### src/rtl/if_fetch_unit.sv
// if_fetch_unit
//   Instruction-fetch front end. Holds the PC, issues pipelined fetch requests
//   over a valid/ready handshake and collects in-order, variable-latency
//   responses into a DEPTH-entry fetch queue. The queue presents (pc, inst)
//   pairs to decode over a second valid/ready handshake. A redirect flushes
//   the queue, restarts fetch at the new PC and drops stale in-flight
//   responses.
//
// Ports
//   clk, rst            clock, synchronous active-high reset
//   redirect_valid_i    flush and redirect fetch this cycle
//   redirect_pc_i       redirect target (low instruction-offset bits ignored)
//   req_valid_o         fetch request valid
//   req_ready_i         memory accepts request
//   req_addr_o          fetch address
//   resp_valid_i        one in-order instruction returned
//   resp_data_i         returned instruction
//   out_valid_o         decode-side entry valid
//   out_ready_i         decode accepts entry
//   out_pc_o, out_inst_o  presented entry
//   resp_err_o          sticky: response arrived with nothing outstanding
module if_fetch_unit #(
  parameter int          ADDR_W   = 64,
  parameter int          INST_W   = 32,
  parameter int          DEPTH    = 4,
  parameter logic [63:0] PC_START = 64'h0000_0000_8000_0000
) (
  input  logic              clk,
  input  logic              rst,
  input  logic              redirect_valid_i,
  input  logic [ADDR_W-1:0] redirect_pc_i,
  output logic              req_valid_o,
  input  logic              req_ready_i,
  output logic [ADDR_W-1:0] req_addr_o,
  input  logic              resp_valid_i,
  input  logic [INST_W-1:0] resp_data_i,
  output logic              out_valid_o,
  input  logic              out_ready_i,
  output logic [ADDR_W-1:0] out_pc_o,
  output logic [INST_W-1:0] out_inst_o,
  output logic              resp_err_o
);

  localparam int PTR_W = $clog2(DEPTH);
  localparam int CNT_W = $clog2(DEPTH + 1);
  localparam int INC   = INST_W / 8;
  localparam logic [ADDR_W-1:0] PC_RST   = PC_START[ADDR_W-1:0];
  localparam logic [ADDR_W-1:0] OFF_MASK = ADDR_W'(INC - 1);

  logic [ADDR_W-1:0] pc_q, pc_d;
  logic [PTR_W-1:0]  head_q, head_d, alloc_q, alloc_d, fill_q, fill_d;
  // count_q: allocated entries; pend_q: allocated but not yet filled;
  // discard_q: responses still owed to requests from a flushed path.
  logic [CNT_W-1:0]  count_q, count_d, pend_q, pend_d, discard_q, discard_d;
  logic [DEPTH-1:0]  filled_q, filled_d;
  logic              err_q, err_d;
  logic              init_q;

  logic [ADDR_W-1:0] pc_mem_q   [DEPTH];
  logic [INST_W-1:0] inst_mem_q [DEPTH];

  logic req_fire, pop, resp_drop, resp_fill, resp_spur;

  // init_q holds both handshakes low for the first cycle after reset.
  assign req_valid_o = !rst && !init_q && !redirect_valid_i &&
                       (count_q < CNT_W'(DEPTH)) && (discard_q == '0);
  assign req_addr_o  = pc_q;
  assign req_fire    = req_valid_o && req_ready_i;

  assign out_valid_o = !rst && !init_q && filled_q[head_q] &&
                       (count_q != '0) && !redirect_valid_i;
  assign out_pc_o    = pc_mem_q[head_q];
  assign out_inst_o  = inst_mem_q[head_q];
  assign pop         = out_valid_o && out_ready_i;

  assign resp_drop   = resp_valid_i && (discard_q != '0);
  assign resp_fill   = resp_valid_i && (discard_q == '0) && (pend_q != '0);
  assign resp_spur   = resp_valid_i && (discard_q == '0) && (pend_q == '0);

  assign resp_err_o  = err_q;

  always_comb begin
    pc_d      = pc_q;
    head_d    = head_q;
    alloc_d   = alloc_q;
    fill_d    = fill_q;
    count_d   = count_q;
    pend_d    = pend_q;
    discard_d = discard_q;
    filled_d  = filled_q;
    err_d     = err_q;
    if (redirect_valid_i) begin
      pc_d     = redirect_pc_i & ~OFF_MASK;
      head_d   = '0;
      alloc_d  = '0;
      fill_d   = '0;
      count_d  = '0;
      pend_d   = '0;
      filled_d = '0;
      // Everything still owed (old discards plus unfilled entries) must be
      // dropped; a response arriving now settles one of them.
      if (resp_spur) begin
        err_d     = 1'b1;
        discard_d = '0;
      end else begin
        discard_d = discard_q + pend_q - CNT_W'(resp_valid_i);
      end
    end else begin
      if (req_fire) begin
        filled_d[alloc_q] = 1'b0;
        alloc_d           = alloc_q + PTR_W'(1);
        pc_d              = pc_q + ADDR_W'(INC);
      end
      if (resp_drop) discard_d = discard_q - CNT_W'(1);
      if (resp_fill) begin
        filled_d[fill_q] = 1'b1;
        fill_d           = fill_q + PTR_W'(1);
      end
      if (resp_spur) err_d = 1'b1;
      if (pop) head_d = head_q + PTR_W'(1);
      count_d = count_q + CNT_W'(req_fire) - CNT_W'(pop);
      pend_d  = pend_q + CNT_W'(req_fire) - CNT_W'(resp_fill);
    end
  end

  always_ff @(posedge clk) begin
    if (rst) begin
      pc_q      <= PC_RST;
      head_q    <= '0;
      alloc_q   <= '0;
      fill_q    <= '0;
      count_q   <= '0;
      pend_q    <= '0;
      discard_q <= '0;
      filled_q  <= '0;
      err_q     <= 1'b0;
      init_q    <= 1'b1;
    end else begin
      pc_q      <= pc_d;
      head_q    <= head_d;
      alloc_q   <= alloc_d;
      fill_q    <= fill_d;
      count_q   <= count_d;
      pend_q    <= pend_d;
      discard_q <= discard_d;
      filled_q  <= filled_d;
      err_q     <= err_d;
      init_q    <= 1'b0;
    end
  end

  // Payload storage needs no reset; the filled bits and count qualify it.
  always_ff @(posedge clk) begin
    if (!rst && !redirect_valid_i) begin
      if (req_fire)  pc_mem_q[alloc_q]  <= pc_q;
      if (resp_fill) inst_mem_q[fill_q] <= resp_data_i;
    end
  end

endmodule
### config.mk
export PLATFORM = sky130hd
export DESIGN_NAME = if_fetch_unit
export DESIGN_NICKNAME = d
export VERILOG_FILES = /design/src/rtl/if_fetch_unit.sv
export SDC_FILE = /design/constraint.sdc
export NUM_CORES = 1
export LEC_CHECK = 0
export ABC_AREA = 1
export CORE_ASPECT_RATIO = 0.75
export CORE_MARGIN = 3
export CORE_UTILIZATION = 43
export DETAILED_ROUTE_END_ITERATION = 10
export PLACE_DENSITY = 0.67
export SYNTH_ARGS = -nofsm -noshare
export SYNTH_HDL_FRONTEND = slang
export SYNTH_SLANG_ARGS = --single-unit
### constraint.sdc
create_clock -name clk -period 4.8 [get_ports clk]
set_input_delay 0.48 -clock clk [delete_from_list [all_inputs] [get_ports clk]]
set_output_delay 0.48 -clock clk [all_outputs]
set_load 0.1 [all_outputs]
Word level (Yosys, flattened, before mapping). Memories as Yosys holds them, arrays and structs flattened. A register that Yosys moved wholly into a read port is not among the register bits. Index checks and enable logic that the tools add are counted.

Register bits after elaboration: 85. Bits in latches: 0. RAM bits: 384. Memory bits (read-only): 0. Input port bits: 102. Output and inout port bits: 163. Word-level logic and storage cells: 85. Memories kept: 2.

Add/subtract/negate cells: 11. $mul: 0. Div/mod/pow operators: 0. Order comparisons: 6. Eq/ne operators: 0. Shift operators: 0. Muxes and demuxes: 25. Bitwise logic cells: 3. Reduce and logical (&&, ||, !) cells: 27.

Memories: pc_mem_q (depth 4, bits a word 64, read ports 1, clocked after Yosys merged registers in 1, wr ports 1, line 59) `logic [ADDR_W-1:0] pc_mem_q [DEPTH];`; inst_mem_q (depth 4, bits a word 32, read ports 1, clocked after Yosys merged registers in 1, wr ports 1, line 60) `logic [INST_W-1:0] inst_mem_q [DEPTH];`.

Operators by type and width (count): $mux 64 (2); $add 64x3->64 const B (1); $logic_and 1x1->1 (16); $mux 4 (3); $mux 1 (10); $lt 2x3->1 const B (3); $mux 3 (3); $reduce_bool 3->1 (3); $sub 3x1->3 (3); $mux 2 (4); $add 2x1->2 const B (3); $add 3x1->3 (2); $logic_not 3->1 (2); $and 4x4->4 (1); $demux 1 s2 (2); $ge 2x1->1 const B (2); $not 4->4 (1); $or 4x4->4 (1); $reduce_bool 2->1 (2); $add 3x3->3 (1); $logic_not 1->1 (3); $lt 3x3->1 const B (1); $sub 3x1->3 const B (1); $bmux 1 s2 (1); $reduce_or 2->1 (1).

Depth between registers and ports, before layout.
Word-level depth: 10. Depth in mapped cells: 13. Gate-level depth less buffers: 13.

Least setup slack after synthesis. Ideal clock, no wire load.

Path type: reg-to-reg. From: register discard_q[0]. To: memory pc_mem_q[0][10], enable pin. Library setup time: 0.484 ns. Arrival: 4.566 ns. Data required time: 4.316 ns. Path slack: -0.250 ns. Cell stages (with the launch flop): 8. Buffers on the path: 1. Period minus slack after synthesis: 5.050 ns. Cells stage by stage: dfxtp_1 inv_1 ha_1 nand2_1 nor3_4 nand2_4 clkbuf_1 nor2_1.

Longest elaborated chain between the ends: 6.

Ends and longest elaborated chain: start, declared (line 54) `logic [CNT_W-1:0] count_q, count_d, pend_q, pend_d, discard_q, discard_d;`; start signal, assigned (line 145) `discard_q <= discard_d;`; $logic_not 3->1 (line 66) `(count_q < CNT_W'(DEPTH)) && (discard_q == '0);`; $logic_and 1x1->1 (line 66); net req_valid_o (line 32) `output logic req_valid_o,`; $logic_and 1x1->1 (line 68) `assign req_fire = req_valid_o && req_ready_i;`; $mux 1 (line 155) `if (req_fire) pc_mem_q[alloc_q] <= pc_q;`; $mux 1 (line 154) `if (!rst && !redirect_valid_i) begin`; $mux 1 (implied by the code) (line 155); end, declared (line 59).

The timed path passes the listed nets, and every way through them passes these cells.

==> qor.csv <==
metric,value,unit
status,completed,
rr_endpoint,inst_mem_q[3][3],
hold_viol_final,0,
die_x,253,um
pre_cts_ws,1.38,ns
crit_arrival,3.46,ns
row_count,67,
n_fill_cell,3897,
fin_crit_sh,82.1,%
grt_use_total,22.9,%
final.setup.worst_slack,0.859,ns
antenna_found_initial,0,
initial_core_util,43.8,%
nets,2272,
cts_resized,0,
cts_made_buffers,46,
drive_above_1_share,8.24,%
synth_top_family_by_area,simple AND/OR/NAND/NOR gates,
worstPathRequired,4.32,ns
grt_pass1_vias,13600,
clock-sinks,461,
critical_path.max_fanout,41,
cts_buffer_depth,3,
regToRegStartpoint,discard_q[0],
synthSimpleGateAreaFrac,14.6,%
endpoint_kind,primary output,
finalSetupViolations,0,
num_io_pins,265,
start_kind,register,
netlist_instances,1908,
firstDrtPassIters,6,
final_cell_mix,"376 x edfxtp_1, 324 x nor2_1, 294 x nand2_1",
drtAntennaViolNets,0,
dp.final_hpwl,37.8,mm
grt_pass1_wl,83.9,mm
synth-seq-cells,461,
core_area,0.0449,mm2
power.leakage,0.00845,uW
synth-compound-area-share,11.9,%
n_antenna_cell,0,
drt-vias-per-instance,5.33,
setup_tns,0,ns
die_h,191,um
post_cts_buffers,0,
postCtsHoldBufs,0,
clk_pin_slew,0.06,ns
drt_iter0_drc,1344,
irDropWorstVdd,0.232,mV
fin_worst_hold_slack,0.294,ns
syn_area,0.0197,mm2
fin_skew,0.0333,ns
area_growth,23.5,%
worstSkewPairLatency,0.57,ns
fmax,254,MHz
avgSynthCellArea,10.3,um2
tritoncts,yes,
tightest_slew,1.14,ns
reg2reg_slack,1.89,ns
synth_top_area_share,57.3,%
synthAdderAreaFrac,1.45,%
dieArea,0.0484,mm2
port_buffers,258,
layout_commonest_cell,edfxtp_1,
rsz0062_at_grt,no,
synth_mux_area_share,0,%
wl_per_cell,20.4,um
drc,0,
gp_congestion,0.941,
vias,14800,
hp-class,input pin to register,
grt_max_degree,112,
htreeDepth,2,
final.min_clock_period,3.94,ns
critical_path_class,register to primary output,
relSlewSlack,23.7,%
synth_xor_xnor_area_share,1.07,%
yosysWarnings,0,
yosysUniqueCellTypes,36,
cap_violations,0,
rr_worst_depth,9,
synth_top_area_cell,edfxtp_1,
powerDensity,369,mW/mm2
synth-seq-area-share,66.0,%
ys_top_cells_by_area,"edfxtp_1 57%, dfxtp_1 8.6%, nor2_1 6.3%",
cts-root-buf,clkbuf_16,
gr-total-overflow,0,
finalWirelength,56.4,mm
crit_path_end,out_pc_o[58],
drv_slew,0,
synth_stat cells (all sizes together):
cell type	count
a31oi	6
inv	150
a21oi	68
xnor2	9
dfxtp	85
clkbuf	63
a22oi	1
nor2	344
o22ai	98
a211oi	1
edfxtp	376
fa	3
ha	18
o21bai	1
nor3	6
buf	29
or2	1
nand2	297
conb	1
o21ai	264
nand3	57
xor2	15
nand4	11
nand3b	2
clkinv	2
registers in the layout, summed over array words and instances, names as in the netlist, named ones only:
| register | count |
|---|---|
| discard_q | 3 |
| pc_mem_q | 248 |
| filled_q | 4 |
| alloc_q | 2 |
| head_q | 2 |
| inst_mem_q | 128 |
| req_addr_o | 62 |
| init_q | 1 |
| pend_q | 3 |
| fill_q | 2 |
| resp_err_o | 1 |
| count_q | 3 |
kinds of logic (layout without fill, tap and decap cells):
logic type                 count (synthesis)  in the layout
other                                      1              4
buffers and inverters                    244            518
and+or+nand+nor                          718            718
DFF                                      461            461
xor gates and xnor gates                  24             24
adders and majority gates                 21             21
AOI/OAI and AO/OA                        439            439
power by group:
part	switching, uW	total [uW]	leakage [uW]	internal (uW)
Sequential	102	4470	0.00415	4370
Combinational	522	730	0.00352	208
Clock	1500	3780	0.000775	2270
layer usage:
metal | vias to the layer above | GRT usage [%] | routed length, um
met4 | 0 | 3.81 | 737
met5 | - | 0 | 0
met3 | 66 | 3.47 | 3710
li1 | 7078 | - | -
met2 | 489 | 34.6 | 25000
met1 | 7132 | 35.3 | 27000
how the worst min path moves through the flow:
stage	start	end	cells after the start
floorplan	filled_q[0]	filled_q[0]	2
global placement	resp_err_o	resp_err_o	2
detailed placement	resp_err_o	resp_err_o	2
CTS	redirect_valid_i	alloc_q[0]	4
global route	rst	alloc_q[1]	4
finish	redirect_valid_i	alloc_q[0]	4
area by class of cell:
| type | instances | area [um2] | share of cell area [%] |
|---|---|---|---|
| clock buffer | 59 | 1250 | 5.14 |
| clock inverter | 25 | 343 | 1.41 |
| inverter | 152 | 576 | 2.37 |
| multi-input combinational | 1206 | 5790 | 23.8 |
| sequential | 461 | 13000 | 53.5 |
| tap | 586 | 733 | 3.02 |
| timing repair buffer | 282 | 2620 | 10.8 |
metrics by stage:
stage                     util (%)  cells  area (um2)  total power, uW
after floorplan                  -   1911       19700             5010
after global placement        50.6   2687       22700             5280
after detailed placement      50.6   2687       22700             5290
after CTS                     54.1   2771       24300             9040
after global routing          54.1   2771       24300             9260
final                         54.1   2771       24300             8980
worst max-delay path: stages (launching register included):
cell             delay, ns
dfxtp_4               0.45
inv_2                 0.65
buf_4                 0.28
o21ai_0               0.09
o22ai_1               0.20
clkdlybuf4s50_1       1.18
(Power assumes the default switching activity.)
